`config.mk`:
```
export PLATFORM = sky130hd
export DESIGN_NAME = gauss_row_sequencer
export DESIGN_NICKNAME = d
export VERILOG_FILES = /design/src/rtl/gauss_row_sequencer.sv
export SDC_FILE = /design/constraint.sdc
export NUM_CORES = 1
export LEC_CHECK = 0
export CORE_ASPECT_RATIO = 0.9
export CORE_MARGIN = 2
export CORE_UTILIZATION = 45
export DETAILED_ROUTE_END_ITERATION = 10
export PLACE_DENSITY = 0.81
export SLEW_MARGIN = 10
export SYNTH_ARGS = -nofsm -noshare
export SYNTH_HDL_FRONTEND = slang
export SYNTH_SLANG_ARGS = --single-unit
```
`constraint.sdc`:
```
create_clock -name clk -period 4.6 [get_ports clk]
set_clock_uncertainty 0.2 [all_clocks]
set_input_delay 0.92 -clock clk [delete_from_list [all_inputs] [get_ports clk]]
set_output_delay 0.92 -clock clk [all_outputs]
set_load 0.03 [all_outputs]
```
`src/rtl/gauss_row_sequencer.sv`:
```
// Gaussian row sequencer: streams one pixel row through an 11-tap window with
// left/right edge replication and presents each window to an external dot product.
module gauss_row_sequencer #(
    parameter int MAX_W = 1024,
    parameter int CNT_W = 11
) (
    input  logic              clk,
    input  logic              rst_n,
    input  logic              start,
    input  logic [2:0]        cfg_sigma,
    input  logic [CNT_W-1:0]  cfg_width,
    input  logic              s_valid,
    output logic              s_ready,
    input  logic [7:0]        s_data,
    output logic              m_valid,
    input  logic              m_ready,
    output logic [7:0]        m_data,
    output logic              m_last,
    output logic [2:0]        dp_sigma,
    output logic [10:0][7:0]  dp_din,
    input  logic [7:0]        dp_dout,
    output logic              busy,
    output logic              done
);
    // One extra bit so N+4 shift positions never wrap for any legal N.
    localparam int SH_W = CNT_W + 1;

    typedef enum logic [1:0] {
        IDLE  = 2'd0,
        FILL  = 2'd1,
        RUN   = 2'd2,
        FLUSH = 2'd3
    } state_t;

    state_t            state_q, state_d;
    logic [2:0]        sigma_q, sigma_d;
    logic [CNT_W-1:0]  n_q, n_d;
    logic [CNT_W-1:0]  in_cnt_q, in_cnt_d;
    logic [SH_W-1:0]   sh_cnt_q, sh_cnt_d;
    logic [10:0][7:0]  win_q, win_d;
    logic              m_valid_q, m_valid_d;
    logic              m_last_q, m_last_d;
    logic              busy_q, busy_d;
    logic              done_q, done_d;

    logic [CNT_W-1:0]  width_s;
    logic [SH_W-1:0]   sh_end_s;
    logic              shift_ok_s, s_ready_s, acc_s, load_s;
    logic              flush_sh_s, shift_s, emit_s, last_hs_s;
    logic [7:0]        new_px_s;

    // Handshake qualifiers and the shift/emit decision for this cycle
    always_comb begin
        shift_ok_s = ~m_valid_q | m_ready;
        sh_end_s   = {1'b0, n_q} + SH_W'(4);
        s_ready_s  = ((state_q == FILL) || (state_q == RUN)) && (in_cnt_q < n_q) && shift_ok_s;
        acc_s      = s_valid & s_ready_s;
        load_s     = acc_s && (in_cnt_q == {CNT_W{1'b0}});
        flush_sh_s = (state_q == FLUSH) && shift_ok_s && (sh_cnt_q < sh_end_s);
        shift_s    = (acc_s && !load_s) || flush_sh_s;
        // The fifth shift after p0 is the first that puts a real pixel 0 at the centre tap.
        emit_s     = shift_s && (sh_cnt_q >= SH_W'(4));
        last_hs_s  = m_valid_q && m_ready && m_last_q;
        new_px_s   = flush_sh_s ? win_q[10] : s_data;
        if (cfg_width == {CNT_W{1'b0}}) begin
            width_s = CNT_W'(1);
        end else if (cfg_width > CNT_W'(MAX_W)) begin
            width_s = CNT_W'(MAX_W);
        end else begin
            width_s = cfg_width;
        end
    end

    // Next-state, window and output-register logic
    always_comb begin
        state_d   = state_q;
        sigma_d   = sigma_q;
        n_d       = n_q;
        in_cnt_d  = in_cnt_q;
        sh_cnt_d  = sh_cnt_q;
        win_d     = win_q;
        m_valid_d = m_valid_q;
        m_last_d  = m_last_q;
        busy_d    = busy_q;
        done_d    = 1'b0;

        if (load_s) begin
            win_d = {11{s_data}};
        end else if (shift_s) begin
            win_d = {new_px_s, win_q[10:1]};
        end else begin
            win_d = win_q;
        end

        if (acc_s) begin
            in_cnt_d = in_cnt_q + CNT_W'(1);
        end else begin
            in_cnt_d = in_cnt_q;
        end

        if (shift_s) begin
            sh_cnt_d = sh_cnt_q + SH_W'(1);
        end else begin
            sh_cnt_d = sh_cnt_q;
        end

        if (emit_s) begin
            m_valid_d = 1'b1;
            m_last_d  = (sh_cnt_q == (sh_end_s - SH_W'(1)));
        end else if (m_ready) begin
            m_valid_d = 1'b0;
            m_last_d  = 1'b0;
        end else begin
            m_valid_d = m_valid_q;
            m_last_d  = m_last_q;
        end

        case (state_q)
            IDLE: begin
                if (start) begin
                    state_d  = FILL;
                    sigma_d  = cfg_sigma;
                    n_d      = width_s;
                    in_cnt_d = {CNT_W{1'b0}};
                    sh_cnt_d = {SH_W{1'b0}};
                    busy_d   = 1'b1;
                end else begin
                    state_d = IDLE;
                end
            end
            FILL: begin
                if (acc_s && (in_cnt_d == n_q)) begin
                    state_d = FLUSH;
                end else if (shift_s && (sh_cnt_d == SH_W'(5))) begin
                    state_d = RUN;
                end else begin
                    state_d = FILL;
                end
            end
            RUN: begin
                if (acc_s && (in_cnt_d == n_q)) begin
                    state_d = FLUSH;
                end else begin
                    state_d = RUN;
                end
            end
            FLUSH: begin
                if (last_hs_s) begin
                    state_d = IDLE;
                    busy_d  = 1'b0;
                    done_d  = 1'b1;
                end else begin
                    state_d = FLUSH;
                end
            end
            default: begin
                state_d   = IDLE;
                busy_d    = 1'b0;
                m_valid_d = 1'b0;
                m_last_d  = 1'b0;
            end
        endcase
    end

    // State and datapath registers
    always_ff @(posedge clk or negedge rst_n) begin
        if (!rst_n) begin
            state_q   <= IDLE;
            sigma_q   <= 3'd0;
            n_q       <= {CNT_W{1'b0}};
            in_cnt_q  <= {CNT_W{1'b0}};
            sh_cnt_q  <= {SH_W{1'b0}};
            win_q     <= {88{1'b0}};
            m_valid_q <= 1'b0;
            m_last_q  <= 1'b0;
            busy_q    <= 1'b0;
            done_q    <= 1'b0;
        end else begin
            state_q   <= state_d;
            sigma_q   <= sigma_d;
            n_q       <= n_d;
            in_cnt_q  <= in_cnt_d;
            sh_cnt_q  <= sh_cnt_d;
            win_q     <= win_d;
            m_valid_q <= m_valid_d;
            m_last_q  <= m_last_d;
            busy_q    <= busy_d;
            done_q    <= done_d;
        end
    end

    assign s_ready  = s_ready_s;
    assign m_valid  = m_valid_q;
    assign m_last   = m_last_q;
    assign m_data   = dp_dout;
    assign dp_sigma = sigma_q;
    assign dp_din   = win_q;
    assign busy     = busy_q;
    assign done     = done_q;

endmodule

```
==> qor.yml <==
status: "completed"
drv_cap: 0
post-route-worst-setup-slack_ns: 0.344
clock-sinks: 131
totalWireLength_mm: 19.3
peakVddDrop_v: 0.000367
drt_iter0_markers: 718
ys.flop_type: "dfrtp_1"
synth_xor_area_share_pct: 6.09
slowest_stage: "clkdlybuf4s50_1"
grt_pass1_vias: 6212
grt_max_degree: 161
finalSetupViolations: 0
antenna_found_initial: 0
slowest_delay_ns: 0.69
clkPwrFrac_pct: 23.9
first_pass_iters: 5
post_cts_buffers: 0
clk_pin_slew_ns: 0.06
critPathCaptureType: "output port"
die_x_um: 140
timing.fmax_ghz: 0.235
area_growth_pct: 24.8
start_kind: "flop"
hpwl_mm: 13.4
pwr_density_cell_nw_per_um2: 640
syn_area_sq_um: 7450
fillers: 1419
grt_pass1_wl_mm: 31.7
std_cell_rows: 44
grt_overflow_total: 0
path_cells: "inv_1 -> ha_1 -> a211o_1 -> a31oi_1 -> o31a_1 -> nor2_1 -> nor2_1 -> clkdlybuf4s50_1"
place_congestion: 0.983
drc_errors: 0
avgSynthCellArea_sq_um: 8.78
combPwrFrac_pct: 44.8
slew_headroom_pct: 42.1
cts_tree: "done"
htreeDepth: 4
synth_cells: 849
p_leak_nw: 3.93
sw_frac_of_total_pct: 42.2
p_int_mw: 3.44
yosys.area_share.simple_pct: 17.1
num_io_pins: 139
fin_crit_sh_pct: 92.5
period_needed_ns: 4.26
nets: 991
hold_path.class: "flop to flop"
floorplan.initialDensity_pct: 46.0
io_buffers: 122
via_count: 6524
path_common_cell: "nor2_1"
viasPerCell: 5.68
core_area_sq_um: 16200
drt-wirelength-per-cell_um: 16.8
track_usage_pct: 22.0
switching_power_mw: 2.51
synthAdderAreaFrac_pct: 4.67
cts_made_buffers: 17
ys_ff_latch: 131
antenna_cells: 0
rsz0062_at_grt: "no"
synth_area_leaders: "dfrtp_1 (44%), a21oi_1 (6.9%), o21ai_0 (6.1%), nand2_1 (5.8%), ha_1 (4.5%)"
synthTopCellsByCount: "dfrtp_1 (131), nand2_1 (116), a21oi_1 (102), o21ai_0 (91), nor2_1 (34)"
cts.path.max_buffers: 2
worst_hold_slack_ns: 0.279
synth_compound_area_share_pct: 20.1
critical_path_class: "flop to output port"
synth_mux_area_share_pct: 2.05
cts_hold_buf: 0
synth_top_family_by_area: "compound AO/OA/AOI/OAI gates"
yosys.area.top_type: "dfrtp_1"
synthMostInstantiatedCell: "dfrtp_1"
cts_resized: 0
cp_max_fo: 11
async_flop_share_pct: 100
ys_types: 64
die_area_sq_um: 17600
synth_seq_area_share_pct: 44.0
sequentialPowerShare_pct: 31.3
dieHeight_um: 126
synth_edf_count: 0
worst_pin_slew_ns: 0.868
pre_cts_slack_ns: 0.821
drive_above_1_share_pct: 6.37
critPathArrivalTime_ns: 3.14
clock_latency_ns: 0.41
synth_top_area_share_pct: 44.0
required_ns: 3.48
finalSetupTns_ns: 0
synth_warnings: 0
ant_nets: 0
syn_nets: 911
root_buffer: "clkbuf_16"
finalHoldViolCount: 0
drv_slew: 0
[worst max-delay path, delay by kind of cell, from the launching register on]
family	cells	cell delay [ns]
AOI/OAI and AO/OA	3	0.72
and+or+nand+nor	2	0.25
DFF	1	0.54
adders and majority gates	1	0.34
buffers and inverters	2	0.87
[metrics by stage]
step	cell area (sq um)	util, %	power [mW]	std cells
after CTS	9300	57.5	5.97	1149
after global routing	9300	57.5	6.29	1149
after global placement	8680	53.6	4.46	1117
after floorplan	7450	-	3.53	849
final	9300	57.5	5.95	1149
after detailed placement	8680	53.6	4.52	1117
[routing by layer]
metal  vias to the layer above  track usage [%]  wire length (um)
met5                         -                0                 0
met4                         0             7.12               487
met3                        34             4.45               935
met2                       210             34.6              8970
met1                      3146             30.6              8860
li1                       3134                -                 -
[cell usage in the layout (no fill, tap or decap), types with 4 or more instances in the layout]
master / Yosys / routed
dfrtp_1: 131 / 131
clkdlybuf4s50_1: 0 / 121
nand2_1: 116 / 115
a21oi_1: 102 / 102
o21ai_0: 91 / 91
nor2_1: 34 / 34
xnor2_1: 32 / 32
inv_1: 29 / 29
ha_1: 27 / 27
nand3_1: 26 / 26
o21ai_1: 20 / 20
xor2_1: 18 / 18
and3_1: 18 / 18
clkbuf_16: 0 / 17
or3_1: 12 / 12
mux2_2: 10 / 10
nor4_1: 10 / 10
inv_6: 0 / 7
nand4_1: 6 / 6
nand2b_1: 6 / 6
o31ai_1: 6 / 6
nand3b_1: 6 / 6
buf_4: 12 / 6
a21o_1: 5 / 5
a211o_1: 4 / 4
a31oi_1: 4 / 4
o211ai_1: 4 / 4
or4_1: 4 / 4
nor3_1: 4 / 4
mux2i_1: 4 / 4
o22ai_1: 4 / 4
[worst paths after layout]
kind / startpoint / end / slack (ns) / depth (start not counted)
max in group asynchronous: rst_n / sh_cnt_q[11] / 2.75 / 2
min in group asynchronous: rst_n / dp_din[24] / 0.40 / 1
worst max register to register: n_q[3] / sh_cnt_q[4] / 0.93 / 12
worst max-delay path: n_q[2] / s_ready / 0.34 / 8
worst min register to register: dp_din[6] / dp_din[6] / 0.28 / 2
worst min-delay path: dp_din[6] / dp_din[6] / 0.28 / 2
[registers in the layout (all words and copies together) (netlist names), 2 cells and up]
signal and cells:
dp_din 88, state_q 2, sh_cnt_q 12, n_q 11, dp_sigma 3, in_cnt_q 11
[cells by family after synthesis]
kind of cell	count (synthesis)
buf+inv	97
simple gates	263
xor+xnor	51
mux	14
compound gates	265
flops	131
fa+ha+maj	28
[power groups by stage]
stage	clock network, mW	registers (mW)	logic, mW
final	1.42	1.86	2.67
after global placement	0	1.86	2.60
after global routing	1.50	1.91	2.88
after floorplan	0	2.39	1.15
after detailed placement	0	1.87	2.65
after CTS	1.44	1.86	2.67
[area by class of cell]
type                       count  area, sq um  area share, %
multi-input combinational    621         3740           40.2
sequential                   131         3280           35.3
timing repair buffer         129         1300           13.9
clock buffer                  18          429           4.62
tap                          207          259           2.79
clock inverter                14          188           2.02
inverter                      29          109           1.17
Power figures use the tool's default switching activity.
